File: config.mk
export PLATFORM = sky130hd
export DESIGN_NAME = s2mm_ram_writer_ctrl
export DESIGN_NICKNAME = d
export VERILOG_FILES = /design/src/rtl/s2mm_ram_writer_ctrl.sv
export SDC_FILE = /design/constraint.sdc
export NUM_CORES = 1
export LEC_CHECK = 0
export ABC_CLOCK_PERIOD_IN_PS = 4400
export BUFFER_PORTS_ARGS = -buffer_cell sky130_fd_sc_hd__buf_2
export CAP_MARGIN = 20
export CORE_MARGIN = 4
export CORE_UTILIZATION = 35
export CTS_CLUSTER_SIZE = 40
export DETAILED_ROUTE_END_ITERATION = 8
export SYNTH_ARGS = -nofsm -noshare
export SYNTH_HDL_FRONTEND = slang
export SYNTH_SLANG_ARGS = --single-unit
File: constraint.sdc
create_clock -name aclk -period 4.4 [get_ports aclk]
set_input_delay 0.88 -clock aclk [delete_from_list [all_inputs] [get_ports aclk]]
set_output_delay 0.88 -clock aclk [all_outputs]
set_load 0.01 [all_outputs]
File: src/rtl/s2mm_ram_writer_ctrl.sv
// Sequencer in front of the S2MM RAM writer: gates the stream on burst boundaries and walks a ping-pong ring of DDR addresses.
// Optional single-fill mode is enabled with `define S2MM_RAM_WRITER_CTRL_ONESHOT_EN (adds cfg_oneshot).
module s2mm_ram_writer_ctrl #(
  parameter int AXI_ADDR_WIDTH   = 32,
  parameter int AXI_DATA_WIDTH   = 32,
  parameter int AXIS_TDATA_WIDTH = 32,
  parameter int BURST_LENGTH     = 16,
  parameter int BUFFER_LOG2_MAX  = 24
) (
  input  logic                        aclk,
  input  logic                        aresetn,
  input  logic [AXI_ADDR_WIDTH-1:0]   cfg_base,
  input  logic [4:0]                  cfg_size_log2,
  input  logic                        cfg_start,
  input  logic                        cfg_stop,
  input  logic                        cfg_ack,
`ifdef S2MM_RAM_WRITER_CTRL_ONESHOT_EN
  input  logic                        cfg_oneshot,
`endif
  input  logic [AXIS_TDATA_WIDTH-1:0] s_axis_tdata,
  input  logic                        s_axis_tvalid,
  output logic                        s_axis_tready,
  output logic [AXIS_TDATA_WIDTH-1:0] m_axis_tdata,
  output logic                        m_axis_tvalid,
  input  logic                        m_axis_tready,
  output logic [AXI_ADDR_WIDTH-1:0]   address,
  output logic                        running,
  output logic                        half_index,
  output logic                        half_done,
  output logic                        overflow
);

  localparam int BYTES  = AXI_DATA_WIDTH / 8;
  localparam int BEAT_W = $clog2(BURST_LENGTH);
  localparam logic [4:0] MIN_LOG2 = 5'($clog2(2 * BURST_LENGTH * BYTES));
  localparam logic [4:0] MAX_LOG2 = 5'(BUFFER_LOG2_MAX);
  localparam logic [AXI_ADDR_WIDTH-1:0] GROUP_BYTES = AXI_ADDR_WIDTH'(BURST_LENGTH * BYTES);
  localparam logic [AXI_ADDR_WIDTH-1:0] ADDR_ONE    = AXI_ADDR_WIDTH'(1);
  localparam logic [BEAT_W-1:0] BEAT_LAST = BEAT_W'(BURST_LENGTH - 1);
  localparam logic [BEAT_W-1:0] BEAT_ONE  = BEAT_W'(1);

  typedef enum logic [1:0] {S_IDLE, S_RUN, S_DRAIN} state_t;

  state_t                    r_state;
  logic [BEAT_W-1:0]         r_beat_cnt;
  logic [AXI_ADDR_WIDTH-1:0] r_offset;
  logic [4:0]                r_eff_log2;
  logic                      r_half_index;
  logic                      r_half_done;
  logic                      r_overflow;
  logic                      r_running;

  logic                      w_pass;
  logic                      w_hs;
  logic                      w_group_done;
  logic                      w_wrap;
  logic                      w_half_complete;
  logic                      w_oneshot_stop;
  logic [4:0]                w_size_clamped;
  logic [AXI_ADDR_WIDTH-1:0] w_mask;
  logic [AXI_ADDR_WIDTH-1:0] w_half;
  logic [AXI_ADDR_WIDTH-1:0] w_offset_inc;

  // DRAIN keeps passing only until the current group is complete.
  assign w_pass = (r_state == S_RUN) | ((r_state == S_DRAIN) & (r_beat_cnt != '0));
  assign m_axis_tvalid = s_axis_tvalid & w_pass;
  assign s_axis_tready = m_axis_tready & w_pass;
  assign m_axis_tdata  = s_axis_tdata;
  assign w_hs          = m_axis_tvalid & m_axis_tready;

  always_comb begin
    w_size_clamped = cfg_size_log2;
    if (cfg_size_log2 < MIN_LOG2)
      w_size_clamped = MIN_LOG2;
    else if (cfg_size_log2 > MAX_LOG2)
      w_size_clamped = MAX_LOG2;
  end

  assign w_mask          = (ADDR_ONE << r_eff_log2) - ADDR_ONE;
  assign w_half          = ADDR_ONE << (r_eff_log2 - 5'd1);
  assign w_offset_inc    = (r_offset + GROUP_BYTES) & w_mask;
  assign w_group_done    = w_hs & (r_beat_cnt == BEAT_LAST);
  assign w_wrap          = (w_offset_inc == '0);
  assign w_half_complete = w_group_done & (w_wrap | (w_offset_inc == w_half));

`ifdef S2MM_RAM_WRITER_CTRL_ONESHOT_EN
  logic r_oneshot;
  assign w_oneshot_stop = r_oneshot & w_group_done & w_wrap;
`else
  assign w_oneshot_stop = 1'b0;
`endif

  always_ff @(posedge aclk) begin
    if (!aresetn) begin
      r_state      <= S_IDLE;
      r_beat_cnt   <= '0;
      r_offset     <= '0;
      r_eff_log2   <= MIN_LOG2;
      r_half_index <= 1'b0;
      r_half_done  <= 1'b0;
      r_overflow   <= 1'b0;
      r_running    <= 1'b0;
`ifdef S2MM_RAM_WRITER_CTRL_ONESHOT_EN
      r_oneshot    <= 1'b0;
`endif
    end else begin
      if (w_hs)
        r_beat_cnt <= r_beat_cnt + BEAT_ONE;
      if (w_group_done)
        r_offset <= w_offset_inc;

      // A completion in the same cycle as an ack re-arms half_done rather than overflowing.
      if (w_half_complete) begin
        r_half_index <= ~r_half_index;
        if (r_half_done & ~cfg_ack & ~w_oneshot_stop)
          r_overflow <= 1'b1;
        else
          r_half_done <= 1'b1;
      end else if (cfg_ack) begin
        r_half_done <= 1'b0;
      end

      case (r_state)
        S_IDLE: begin
          if (cfg_start) begin
            r_state      <= S_RUN;
            r_running    <= 1'b1;
            r_offset     <= '0;
            r_beat_cnt   <= '0;
            r_half_index <= 1'b0;
            r_half_done  <= 1'b0;
            r_overflow   <= 1'b0;
            r_eff_log2   <= w_size_clamped;
`ifdef S2MM_RAM_WRITER_CTRL_ONESHOT_EN
            r_oneshot    <= cfg_oneshot;
`endif
          end
        end
        S_RUN: begin
          if (w_oneshot_stop) begin
            r_state   <= S_IDLE;
            r_running <= 1'b0;
          end else if (cfg_stop) begin
            r_state <= S_DRAIN;
          end
        end
        S_DRAIN: begin
          if (r_beat_cnt == '0) begin
            r_state   <= S_IDLE;
            r_running <= 1'b0;
          end
        end
        default: begin
          r_state   <= S_IDLE;
          r_running <= 1'b0;
        end
      endcase
    end
  end

  assign address    = (cfg_base & ~w_mask) | r_offset;
  assign running    = r_running;
  assign half_index = r_half_index;
  assign half_done  = r_half_done;
  assign overflow   = r_overflow;

endmodule

==> impl_metrics.py, run 1 <==
metrics = {
    "status": {
        "status": "finished clean",
    },
    "critical_path": {
        "r2r-end": "half_index",
        "cp-start-kind": "flop",
        "crit_slowest_cell": "nor3_2",
        "reg2reg_depth": 14,
        "crit_type": "reg -> out",
        "path_cells": "nor3_2, nand2_1, ha_1, buf_4, or3_1, a211oi_1, nor2_1, a21o_1, buf_2",
        "rrSetupSlack_ns": 0.61,
        "end_kind": "output pin",
        "worstReg2RegStart": "r_eff_log2[0]",
        "arrival_ns": 2.97,
        "worstSetupStartpoint": "r_eff_log2[2]",
        "path_max_fanout": 20,
        "required_ns": 3.52,
        "cp_slowest_stage_delay_ns": 0.49,
        "crit_path_end": "address[26]",
    },
    "detailed_routing": {
        "vias": 5244,
        "drc": 0,
        "via_per_inst": 6.03,
        "initialDrtViolationCount": 519,
        "wirelength_mm": 17.4,
        "postRouteAntennaNets": 0,
        "dr.pass1.iters": 7,
        "post_drt_wl_per_cell_um": 20.0,
    },
    "synth": {
        "yosys_warnings": 0,
        "synthArstFlopShare_pct": 0,
        "synth_cell_types": 85,
        "ys_ff_latch": 47,
        "synth_top_family_by_area": "simple AND/OR/NAND/NOR gates",
        "synthMuxAreaShare_pct": 1.45,
        "synth_cells": 685,
        "yosys.cell_count.top_type": "nand2_1",
        "synthFlopType": "dfxtp_1",
        "synth-compound-area-share_pct": 28.2,
        "synth_area_mm2": 0.00483,
        "synth.avg_cell_area_um2": 7.05,
        "synth_fp_nets": 765,
        "synthTopCellsByCount": "nand2_1 (82), nor2_1 (66), a21oi_1 (51), dfxtp_1 (47), buf_4 (42)",
        "yosysSeqAreaShare_pct": 19.5,
        "synth_fa_ha_area_share_pct": 1.04,
        "synth-simple-area-share_pct": 33.2,
        "synth_top_area_share_pct": 19.5,
        "synth-edff-count": 0,
        "synth_xor_area_share_pct": 4.17,
        "ys_top_cells_by_area": "dfxtp_1 (19%), buf_4 (6.5%), nand2_1 (6.4%)",
        "yosysTopAreaCell": "dfxtp_1",
    },
    "clock_tree": {
        "clk_latency_ns": 0.31,
        "cts_num_sinks": 47,
        "path_clk_slew_ns": 0.06,
        "cts_setup_buffers": 0,
        "cts_root_buf": "clkbuf_16",
        "htreeDepth": 2,
        "numCtsBuffers": 5,
        "max-clock-path-buffers": 2,
        "tritoncts": "built",
        "cts_hold_buf": 0,
        "cts_resized": 0,
    },
    "sta": {
        "hold_viol": 0,
        "setup_violations": 0,
        "rsz0062_at_grt": "no",
        "drv_slew": 0,
        "fin_crit_ns": 3.85,
        "relSlewSlack_pct": 36.6,
        "tightest_slew_ns": 0.950,
        "fin_crit_sh_pct": 87.6,
        "fin_setup_tns_ns": 0,
        "fmax_mhz": 259,
        "finClkSkew_ns": 0.00306,
    },
    "layout": {
        "layout.nets": 773,
        "area_delta_synth_final_pct": 6.37,
        "final_cells": 869,
        "layout-drive-gt1-share_pct": 19.0,
        "n_antenna_cell": 0,
        "fillers": 1448,
    },
    "die": {
        "die-width_um": 125,
        "rows": 42,
        "io_pins": 146,
        "core_area_mm2": 0.0134,
        "chipHeight_um": 125,
        "die-area_mm2": 0.0157,
        "start_util_pct": 36.0,
    },
    "global_routing": {
        "first_global_vias": 5009,
        "grt_use_total_pct": 21.3,
        "antenna_found_initial": 0,
        "grt_pass1_wl_mm": 27.3,
        "grt_max_degree": 50,
        "overflow": 0,
    },
    "placed_design": {
        "place.gp.congestion": 1.03,
        "numPortBuffers": 81,
        "dp_cells": 862,
        "hpwl_mm": 13.0,
    },
    "power": {
        "p_leak_uw": 0.00193,
        "ir_worst_vdd_mv": 0.196,
        "total_power_uw": 1140,
        "power_density_mw_per_mm2": 222,
    },
    "worst_hold_path": {
        "min_path_type": "reg -> reg",
    },
    "run": {
        "cap_violations": 0,
    },
}
==> worst max-delay path: cells and delay by family (launching register included) <==
kind | cells | cell delay [ns]
compound gates | 2 | 0.43
fa+ha+maj | 1 | 0.42
buf+inv | 2 | 0.45
flops | 1 | 0.31
simple gates | 4 | 1.06
==> layer usage <==
| metal | routed length, um | vias up | GRT usage [%] |
|---|---|---|---|
| li1 | - | 2479 | - |
| met1 | 7620 | 2489 | 28.1 |
| met2 | 7980 | 237 | 34.0 |
| met3 | 1310 | 39 | 4.35 |
| met4 | 467 | 0 | 8.86 |
| met5 | 0 | - | 0 |
==> layout by cell type, fill, tap and decap left out, types with 12 or more instances in the layout <==
| master | synthesis | final |
|---|---|---|
| nand4_1 | 18 | 18 |
| nand2b_1 | 14 | 14 |
| nand2_1 | 82 | 82 |
| a21oi_1 | 51 | 51 |
| nor4_1 | 12 | 12 |
| or3_1 | 12 | 12 |
| dfxtp_1 | 47 | 47 |
| nor2_1 | 66 | 66 |
| o21ai_0 | 33 | 33 |
| nor3_1 | 12 | 12 |
| nand3_1 | 20 | 20 |
| xnor2_1 | 14 | 14 |
| buf_4 | 42 | 13 |
| buf_2 | 20 | 81 |
| a21o_1 | 25 | 25 |
==> stage by stage <==
step | util, % | area (um2) | setup WS, ns | hold WS (ns)
global route | 38.3 | 5140 | 0.320 | 0.477
global placement | 37.3 | 4990 | 0.798 | 0.437
finish | 38.3 | 5140 | 0.545 | 0.458
floorplan | - | 4830 | 1.04 | 0.424
detailed placement | 37.3 | 4990 | 0.690 | 0.447
CTS | 38.3 | 5140 | 0.561 | 0.458
==> where the power goes <==
part           total, uW  switching (uW)  leakage (uW)  internal (uW)
combinational        308             194       0.00148            114
sequential           436            4.65      0.000380            432
clock                395             172     0.0000727            222
total               1140             371       0.00193            768
==> layout make-up <==
cell class              count  area (um2)  area share, %
clock buffers               6         139           2.70
clock inverters             1        5.00         0.0974
inverters                  10        37.5          0.731
multi-input cells         535        3290           64.1
flip-flops and latches     47         941           18.3
well taps                 176         220           4.29
repair buffers             94         503           9.79
==> how the worst min path moves through the flow <==
stage / start / to / slack [ns] / depth (start not counted)
final: r_offset[1] / r_offset[1] / 0.46 / 2
after global routing: r_offset[1] / r_offset[1] / 0.48 / 2
after CTS: r_offset[1] / r_offset[1] / 0.46 / 2
after detailed placement: r_offset[1] / r_offset[1] / 0.45 / 2
after global placement: r_offset[1] / r_offset[1] / 0.44 / 2
after floorplan: r_offset[4] / r_offset[4] / 0.42 / 2
==> flip-flops by register name, indices dropped and copies added, names as in the netlist <==
| signal | cells |
|---|---|
| r_state | 2 |
| half_index | 1 |
| running | 1 |
| half_done | 1 |
| r_beat_cnt | 4 |
| overflow | 1 |
| r_eff_log2 | 5 |
| r_offset | 32 |
==> cell families after synthesis <==
logic type,Yosys count
simple gates,301
compound gates,200
buf+inv,103
flops,47
xor+xnor,23
mux,7
fa+ha+maj,4
No activity file was read; power rests on OpenSTA's default activity.
==> run 2, diff against run 1 <==
CORE_UTILIZATION = 47   (was 35)
PLACE_DENSITY = 0.74   (was unset)
==> run 2 against run 1 <==
Routed wire length up 1.9%. Sequential cell count unchanged. Critical endpoint is now address[12]. Final cell count down 4.4%. Power grew 1.2%. Clock power increased by 3%. First-iteration DRC count is 6.0% higher. Maximum frequency fell by 1.2%. Utilization increased by 13 points.
==> impl_metrics.py, run 2 (same netlist as run 1, synthesis figures left out) <==
metrics = {
    "critical_path": {
        "arrival_ns": 3.02,
        "cp-start-kind": "flop",
        "path_max_fanout": 20,
        "path_depth": 11,
        "path_cells": "nor3_2, buf_4, nand2_1, ha_1, buf_4, or3b_2, o32ai_1, nor2_1, nand2_1, nand2_1, buf_2",
        "crit_type": "reg -> out",
        "cp_slowest_stage_delay_ns": 0.45,
        "crit_slowest_cell": "or3b_2",
        "required_ns": 3.52,
        "end_kind": "output pin",
        "crit_family": "simple AND/OR/NAND/NOR gates",
        "cp_common_cell": "nand2_1",
        "cp.buffers_inverters": 3,
        "reg2reg_depth": 13,
    },
    "placed_design": {
        "hpwl_mm": 13.1,
        "numPortBuffers": 81,
        "dp_cells": 823,
        "place.gp.congestion": 0.942,
    },
    "sta": {
        "fin_crit_sh_pct": 88.6,
        "rsz0062_at_grt": "no",
        "setup_violations": 0,
        "tightest_slew_ns": 1.05,
        "fmax_mhz": 256,
        "finClkSkew_ns": 0.0143,
        "hold_viol": 0,
        "relSlewSlack_pct": 30.1,
        "fin_setup_tns_ns": 0,
        "fin_crit_ns": 3.90,
        "drv_slew": 0,
    },
    "die": {
        "rows": 36,
        "die-width_um": 109,
        "chipHeight_um": 109,
        "io_pins": 146,
        "core_area_mm2": 0.00991,
        "die-area_mm2": 0.0120,
        "start_util_pct": 48.7,
    },
    "status": {
        "status": "finished clean",
    },
    "detailed_routing": {
        "via_per_inst": 6.46,
        "initialDrtViolationCount": 550,
        "wirelength_mm": 17.7,
        "vias": 5368,
        "postRouteAntennaNets": 0,
        "drc": 0,
        "post_drt_wl_per_cell_um": 21.3,
        "dr.pass1.iters": 5,
    },
    "clock_tree": {
        "max-clock-path-buffers": 2,
        "cts_num_sinks": 47,
        "tritoncts": "built",
        "htreeDepth": 2,
        "cts_root_buf": "clkbuf_8",
        "cts_resized": 0,
        "clk_latency_ns": 0.32,
        "cts_hold_buf": 0,
        "cts_setup_buffers": 0,
        "path_clk_slew_ns": 0.10,
        "numCtsBuffers": 5,
    },
    "layout": {
        "layout-drive-gt1-share_pct": 19.6,
        "reg.largest.list": "r_offset (32), r_eff_log2 (5), r_beat_cnt (4)",
        "final_util_pct": 51.5,
        "area_delta_synth_final_pct": 5.73,
        "largest-register": "r_offset",
        "final_cells": 831,
        "layout.nets": 777,
        "largest_register_ffs": 32,
        "n_antenna_cell": 0,
        "final_common_cell": "nand2_1",
        "final_cell_mix": "nand2_1 (82), buf_2 (81), nor2_1 (66), a21oi_1 (51), dfxtp_1 (47)",
    },
    "global_routing": {
        "antenna_found_initial": 0,
        "grt_pass1_wl_mm": 27.6,
        "overflow": 0,
        "grt_use_total_pct": 29.9,
        "first_global_vias": 4969,
        "grt_max_degree": 50,
    },
    "power": {
        "ir_worst_vdd_mv": 0.179,
        "p_leak_uw": 0.00194,
        "power_density_mw_per_mm2": 226,
    },
    "worst_hold_path": {
        "min_path_type": "reg -> reg",
        "min_path_cells": 2,
    },
    "run": {
        "cap_violations": 0,
    },
}
==> run 2: changes by cell type in the layout (fill, tap and decap cells not counted), sizes merged <==
cell and delta:
buf +4, clkinvlp +1, bufinv +2, clkinv -1
clkbuf -1
==> run 2: area by class of cell <==
type	instances	area, um2
fill	1060	4800
multi-input combinational	535	3290
sequential	47	941
timing repair buffer	98	533
tap	133	166
clock buffer	5	68.8
clock inverter	3	67.6
inverter	10	37.5
==> run 2: where the power goes <==
part	switching (uW)	internal (uW)	leakage, uW
logic	196	115	0.00150
clock network	178	227	0.0000644
registers	5.72	432	0.000380
total	379	773	0.00194
==> run 2: routing by layer <==
| layer | share of wire (%) | track usage [%] |
|---|---|---|
| met1 | 42 | 40.2 |
| met2 | 47 | 49.3 |
| met3 | 8.9 | 4.93 |
| met4 | 2.7 | 8.37 |
| met5 | 0 | 0 |
==> run 2: worst reg2reg max path: stages (launching register included) <==
cell,delay [ns]
dfxtp_1,0.35
nor3_2,0.18
buf_4,0.18
nand2_1,0.09
ha_1,0.43
and2_1,0.32
o211ai_1,0.33
a22oi_1,0.24
a2111o_1,0.41
nor4_1,0.38
o2111ai_1,0.17
nor2_1,0.28
mux2i_1,0.23
nand3_1,0.09
==> run 2: worst paths after layout <==
kind	start	endpoint	slack, ns
setup / recovery	r_eff_log2[2]	address[12]	0.50
hold / removal	r_offset[1]	r_offset[1]	0.46
hold reg to reg	r_offset[1]	r_offset[1]	0.46
setup reg to reg	r_eff_log2[2]	half_index	0.62
==> run 2: per-stage QoR <==
stage	worst slack, ns	total power [uW]	cell area (um2)	hold WS [ns]
5_1_grt	0.363	1200	5110	0.490
6_report	0.500	1150	5110	0.455
3_3_place_gp	0.830	751	4970	0.434
2_1_floorplan	1.04	683	4830	0.424
4_1_cts	0.526	1150	5110	0.456
3_5_place_dp	0.697	752	4970	0.440
